## src/rtl/pwm_carrier_event_gen.sv

```systemverilog
// -----------------------------------------------------------------------------
// pwm_carrier_event_gen
//
// Triangle (up/down) PWM carrier generator and peak/valley event source for
// the timing manager. The carrier ramps 0 -> max_active -> 0 and steps once per
// prescaler tick. Single-cycle peak and valley pulses are emitted. A selectable
// event_qualifier pulse drives the timing manager's user_ratio counter and its
// manual-trigger gate.
//
// Parameters
//   CNT_W            carrier counter / carrier_max width
//   DIV_W            prescaler width
//
// Ports
//   clk              in   1      system clock
//   rst_n            in   1      synchronous, active-low reset
//   enable           in   1      1 = run carrier, 0 = return to IDLE
//   carrier_max      in   CNT_W  requested peak value. Shadowed into max_active
//                                only on IDLE->UP and at each valley.
//   carrier_div      in   DIV_W  carrier steps once every carrier_div+1 clocks
//   event_sel        in   2      bit0 = qualify valleys, bit1 = qualify peaks
//   sync_in          in   1      external restart (CARRIER_SYNC_EN builds only)
//   carrier          out  CNT_W  current carrier count
//   carrier_dir      out  1      1 = counting up, 0 = counting down
//   peak_pulse       out  1      1-cycle pulse when carrier reaches max_active
//   valley_pulse     out  1      1-cycle pulse when carrier returns to 0
//   event_qualifier  out  1      (sel[0] & valley) | (sel[1] & peak)
//   cfg_err          out  1      sticky: a sampled carrier_max < 2 was clamped
//
// Configuration macro
//   CARRIER_SYNC_EN  When defined, this adds the sync_in port. A rising edge on
//                    sync_in restarts the carrier at a valley. When the macro
//                    is undefined, the carrier is free-running only.
// -----------------------------------------------------------------------------
module pwm_carrier_event_gen #(
  parameter int CNT_W = 16,
  parameter int DIV_W = 8
) (
  input  logic             clk,
  input  logic             rst_n,
`ifdef CARRIER_SYNC_EN
  input  logic             sync_in,
`endif
  input  logic             enable,
  input  logic [CNT_W-1:0] carrier_max,
  input  logic [DIV_W-1:0] carrier_div,
  input  logic [1:0]       event_sel,
  output logic [CNT_W-1:0] carrier,
  output logic             carrier_dir,
  output logic             peak_pulse,
  output logic             valley_pulse,
  output logic             event_qualifier,
  output logic             cfg_err
);

  typedef enum logic [1:0] {
    IDLE = 2'd0,
    UP   = 2'd1,
    DOWN = 2'd2
  } state_t;

  localparam logic [CNT_W-1:0] MIN_MAX = CNT_W'(2);

  state_t           state;
  logic [DIV_W-1:0] prescaler;
  logic [CNT_W-1:0] max_active;

  // ---------------------------------------------------------------------------
  // Shadow-load value. Peaks below 2 would collapse the triangle and make peak
  // and valley coincide. Such values are clamped and flagged through cfg_err.
  // ---------------------------------------------------------------------------
  logic             max_clamp;
  logic [CNT_W-1:0] max_load;

  always_comb begin
    max_clamp = (carrier_max < MIN_MAX);
    max_load  = max_clamp ? MIN_MAX : carrier_max;
  end

  // ---------------------------------------------------------------------------
  // Prescaler. tick marks the clock on which the carrier moves. The ">=" in
  // the wrap test covers carrier_div being lowered below the current count:
  // the prescaler wraps on the next cycle without producing a tick.
  // ---------------------------------------------------------------------------
  logic             tick;
  logic             pre_wrap;
  logic [DIV_W-1:0] pre_inc;

  always_comb begin
    tick     = (prescaler == carrier_div);
    pre_wrap = (prescaler >= carrier_div);
    pre_inc  = prescaler + DIV_W'(1);
  end

  // Neighbouring carrier values and their turn-around conditions.
  logic [CNT_W-1:0] carrier_inc;
  logic [CNT_W-1:0] carrier_dec;
  logic             hit_peak;
  logic             hit_valley;

  always_comb begin
    carrier_inc = carrier + CNT_W'(1);
    carrier_dec = carrier - CNT_W'(1);
    hit_peak    = (carrier_inc == max_active);
    hit_valley  = (carrier_dec == '0);
  end

  // ---------------------------------------------------------------------------
  // Optional external synchronisation: registered rising-edge detect.
  // ---------------------------------------------------------------------------
  logic sync_edge;

`ifdef CARRIER_SYNC_EN
  logic sync_q;

  always_ff @(posedge clk) begin
    if (!rst_n) begin
      sync_q <= 1'b0;
    end else begin
      sync_q <= sync_in;
    end
  end

  always_comb begin
    sync_edge = sync_in & ~sync_q;
  end
`else
  always_comb begin
    sync_edge = 1'b0;
  end
`endif

  // ---------------------------------------------------------------------------
  // Carrier FSM. All outputs are registered here. The pulses default low each
  // cycle, so no pulse can ever stretch to two cycles. event_qualifier is
  // computed from the same-cycle pulse decisions, so it lands together with
  // them.
  // ---------------------------------------------------------------------------
  always_ff @(posedge clk) begin
    if (!rst_n) begin
      state           <= IDLE;
      carrier         <= '0;
      carrier_dir     <= 1'b1;
      peak_pulse      <= 1'b0;
      valley_pulse    <= 1'b0;
      event_qualifier <= 1'b0;
      cfg_err         <= 1'b0;
      prescaler       <= '0;
      max_active      <= MIN_MAX;
    end else begin
      peak_pulse      <= 1'b0;
      valley_pulse    <= 1'b0;
      event_qualifier <= 1'b0;

      case (state)
        IDLE: begin
          carrier     <= '0;
          carrier_dir <= 1'b1;
          prescaler   <= '0;
          cfg_err     <= 1'b0;
          if (enable) begin
            // Entry is not a valley, so no pulse here. The first event is the
            // first peak.
            state      <= UP;
            max_active <= max_load;
            cfg_err    <= max_clamp;
          end
        end

        UP, DOWN: begin
          if (!enable) begin
            // Drop straight to the IDLE values so the carrier reads 0 on the
            // cycle after enable is seen low.
            state       <= IDLE;
            carrier     <= '0;
            carrier_dir <= 1'b1;
            prescaler   <= '0;
            cfg_err     <= 1'b0;
          end else if (sync_edge) begin
            // External restart behaves like a valley.
            state           <= UP;
            carrier         <= '0;
            carrier_dir     <= 1'b1;
            prescaler       <= '0;
            max_active      <= max_load;
            cfg_err         <= cfg_err | max_clamp;
            valley_pulse    <= 1'b1;
            event_qualifier <= event_sel[0];
          end else begin
            prescaler <= pre_wrap ? '0 : pre_inc;
            if (tick) begin
              if (state == UP) begin
                carrier <= carrier_inc;
                if (hit_peak) begin
                  state           <= DOWN;
                  carrier_dir     <= 1'b0;
                  peak_pulse      <= 1'b1;
                  event_qualifier <= event_sel[1];
                end
              end else begin
                carrier <= carrier_dec;
                if (hit_valley) begin
                  // The valley is the only point where the shadowed peak may
                  // change, so every period is symmetric.
                  state           <= UP;
                  carrier_dir     <= 1'b1;
                  valley_pulse    <= 1'b1;
                  event_qualifier <= event_sel[0];
                  max_active      <= max_load;
                  cfg_err         <= cfg_err | max_clamp;
                end
              end
            end
          end
        end

        default: begin
          state       <= IDLE;
          carrier     <= '0;
          carrier_dir <= 1'b1;
          prescaler   <= '0;
        end
      endcase
    end
  end

endmodule

```

## config.mk

```make
export PLATFORM = sky130hd
export DESIGN_NAME = pwm_carrier_event_gen
export DESIGN_NICKNAME = d
export VERILOG_FILES = /design/src/rtl/pwm_carrier_event_gen.sv
export SDC_FILE = /design/constraint.sdc
export NUM_CORES = 1
export LEC_CHECK = 0
export ABC_CLOCK_PERIOD_IN_PS = 4200
export CAP_MARGIN = 0
export CORE_MARGIN = 4
export CORE_UTILIZATION = 50
export DETAILED_ROUTE_END_ITERATION = 10
export GPL_TIMING_DRIVEN = 0
export PLACE_DENSITY = 0.76
export SYNTH_ARGS = -nofsm -noshare
export SYNTH_HDL_FRONTEND = slang
export SYNTH_SLANG_ARGS = --single-unit
export TNS_END_PERCENT = 30
```

## constraint.sdc

```tcl
create_clock -name clk -period 4.2 [get_ports clk]
set_clock_uncertainty 0.1 [all_clocks]
set_input_delay 0.42 -clock clk [delete_from_list [all_inputs] [get_ports clk]]
set_output_delay 0.42 -clock clk [all_outputs]
set_load 0.03 [all_outputs]
```

==> results.txt <==
Result of the run -> finished clean
Final cell utilization of the core -> 0.6236
Crit-path cells -> clkbuf_1 -> inv_1 -> ha_1 -> clkbuf_1 -> o21ba_2 -> nor3_1 -> o32ai_1 -> nor3b_1 -> nand4_2 -> nand2_4 -> buf_12 -> mux2i_1
Global-route usage over all layers -> 0.2274
Unrepaired setup endpoints after global routing -> false
Routability congestion estimate from global placement -> 0.9375
Dpl ws -> 890.4 ps
Number of DRC markers after the initial detailed-route iteration -> 255
Final #Nets -> 527
Chip height -> 89.70 microns
Leakage dissipation -> 1.524 nW
Register-to-register path setup slack -> 820 ps
Total via count in the routed design -> 3,272
Input/output buffers -> 48
Crit path required time -> 4330 ps
Maximum resistive drop on vdd -> 0.0003078 V
Share of the synthesized area in the top cell type -> 0.2820
Number of distinct library cells after synthesis -> 59
Clock latency of the later-clocked register in the worst-skew pair -> 300 ps
Commonest cells in the netlist -> sky130_fd_sc_hd__dfxtp_1, sky130_fd_sc_hd__nand2_1, sky130_fd_sc_hd__nor2_1
Post-CTS Resized -> 0
Post-detailed-route wirelength per cell -> 15.86 microns
I/O pin cnt -> 50
Clk Tree Root Cell -> sky130_fd_sc_hd__clkbuf_8
Longest individual stage delay on the worst path -> 550 ps
Cell area after layout -> 0.004005 sq mm
Final-report hold violation count -> 0
Global-route wire length before repair -> 14,430 microns
Initial Utilization -> 0.5196
Drc violations -> 0
Clock transition at the register clock pins on the worst setup and hold paths after CTS -> 90 ps
Max stage delay cell, worst path -> sky130_fd_sc_hd__nor3b_1
Number of buffers between clock root and the deepest sink -> 2
# placed instances -> 551
Total die area -> 0.008045 sq mm
Total congestion overflow -> 0
Synthesized instance count -> 426
Overall power -> 1.470 mW
Half-perimeter wire length after placement -> 6959 microns
Synth-to-Final Area Change -> 20.02%
Synth top area cells -> sky130_fd_sc_hd__dfxtp_1, sky130_fd_sc_hd__ha_1, sky130_fd_sc_hd__mux2i_1
Most prevalent standard cell on the critical path -> sky130_fd_sc_hd__clkbuf_1
Most frequently used flop master after synthesis -> sky130_fd_sc_hd__dfxtp_1
Final-report setup violation count -> 0
Critical path buffer and inverter count -> 4
Critical Path Start Type -> flip-flop
Placed Instance Area -> 0.003914 sq mm
Dominant cell type by area after synthesis -> sky130_fd_sc_hd__dfxtp_1
CP endpoint kind -> flip-flop
Data arrival time at the worst-slack endpoint -> 3510 ps
Achievable frequency -> 296.0 MHz
Max-slew headroom at the worst pin -> 0.5907
Number of clock sinks -> 47
Type of the worst setup path -> flip-flop to flip-flop
Total number of yosys warnings -> 0
TritonCTS clock tree -> built
Max-cap violations -> 0
Total count of max-transition violations in the final report -> 0
Cell area after technology mapping -> 0.003337 sq mm
Std cell rows -> 29
Actual slew at the worst max-slew pin -> 611.2 ps
Number of standard cells in the layout, taps in and fillers out -> 559
Die width -> 89.70 microns
Path category of the worst min-delay check -> flip-flop to flip-flop
Maximum number of pins on one net before global-route repair -> 17
Total nets after synthesis -> 472
Ratio of total power to cell area -> 367.0 mW/mm^2
# hold bufs at CTS -> 0
WL final -> 8868 microns
Maximum level of the CTS H-tree -> 2
Number of iterations in the first detailed-routing pass -> 5
Share of flip-flops with an asynchronous set or reset after synthesis -> 0
TritonCTS buffer count -> 5
Worst path top cell family by delay -> simple AND/OR/NAND/NOR gates
Vias in the first global route -> 2,997
Buffers inserted during post-CTS setup optimization -> 0
Time the worst path needs with I/O delays and setup -> 3378 ps
Post-Route Setup TNS -> 0 ps
Diode count -> 0
Number of synthesized flops with an enable pin -> 0
Sequential cell area fraction in the yosys report -> 0.2820
Final critical-path setup slack -> 822.0 ps
Highest net fanout along the worst path -> 10
Register bit count reported by yosys -> 47
Total core area -> 0.006422 sq mm
Mean instance size in the synthesized netlist -> 7.833 sq um
Final worst hold slack -> 376.4 ps
Final cycle utilization of the critical path -> 0.8043
Number of nets still failing antenna checks after routing -> 0
Average vias per placed instance -> 5.853
Ratio of cells with drive above 1 in the final layout -> 0.05187
Number of antenna violations at the first check in global routing -> 0
cell families (layout without fill, tap and decap cells):
| logic type | count (synthesis) | count (layout) | synth area share |
|---|---|---|---|
| xor gates and xnor gates | 36 | 36 | 0.09449 |
| buffers and inverters | 48 | 104 | 0.05924 |
| AOI/OAI and AO/OA | 74 | 74 | 0.1526 |
| muxes | 21 | 21 | 0.06374 |
| and+or+nand+nor | 183 | 183 | 0.2842 |
| DFF | 47 | 47 | 0.2820 |
| adders and majority gates | 17 | 17 | 0.06374 |
flip-flops by register name (all words and copies together) (netlist names):
register / cells
carrier_dir: 1
state: 2
event_qualifier: 1
peak_pulse: 1
carrier: 16
cfg_err: 1
prescaler: 8
max_active: 16
valley_pulse: 1
layer usage:
metal | wire (microns) | part of all wire | up-vias | global-route usage
met5 | 0 | 0 | - | 0
met3 | 492 | 0.055 | 7 | 0.03650
met1 | 4100 | 0.46 | 1528 | 0.3163
met2 | 4212 | 0.47 | 107 | 0.3757
met4 | 63 | 0.0071 | 0 | 0.03924
li1 | - | - | 1630 | -
area by class of cell:
type                            instances  area [sq um]
Buffer                                 29         126.4
Clock buffer                            5         68.82
Clock inverter                          3         22.52
Fill cell                             594          2417
Inverter                               19         71.32
Multi-Input combinational cell        331          2198
Sequential cell                        47         940.9
Tap cell                               77         96.34
Timing Repair Buffer                   48         480.5
power by group:
group	total (mW)	internal, mW	switching (mW)
clock	0.287	0.120	0.168
sequential	0.561	0.507	0.0546
combinational	0.622	0.286	0.336
placed cells by master (no fill, tap or decap), types with 19 or more instances in the layout:
master,netlist,routed
sky130_fd_sc_hd__xnor2_1,19,19
sky130_fd_sc_hd__nor2_1,35,35
sky130_fd_sc_hd__clkbuf_1,24,24
sky130_fd_sc_hd__a21oi_1,19,19
sky130_fd_sc_hd__dfxtp_1,47,47
sky130_fd_sc_hd__clkdlybuf4s50_1,0,48
sky130_fd_sc_hd__nand2_1,47,47
sky130_fd_sc_hd__mux2i_1,19,19
sky130_fd_sc_hd__inv_1,19,19
final timing paths:
| path | start | to | depth (start not counted) |
|---|---|---|---|
| setup reg to reg | carrier[0]$_SDFFE_PN0P_ | max_active[8]$_SDFFE_PN0P_ | 12 |
| hold reg to reg | max_active[9]$_SDFFE_PN0P_ | max_active[9]$_SDFFE_PN0P_ | 2 |
| hold / removal | max_active[9]$_SDFFE_PN0P_ | max_active[9]$_SDFFE_PN0P_ | 2 |
| setup / recovery | carrier[0]$_SDFFE_PN0P_ | max_active[8]$_SDFFE_PN0P_ | 12 |
tightest hold or removal path: cells and delay by family, from the launching register on:
kind,cells,cell delay [ps]
flip-flops,1,330
multiplexers,1,50
AND/OR/NAND/NOR,1,60
(Power assumes the default switching activity.)
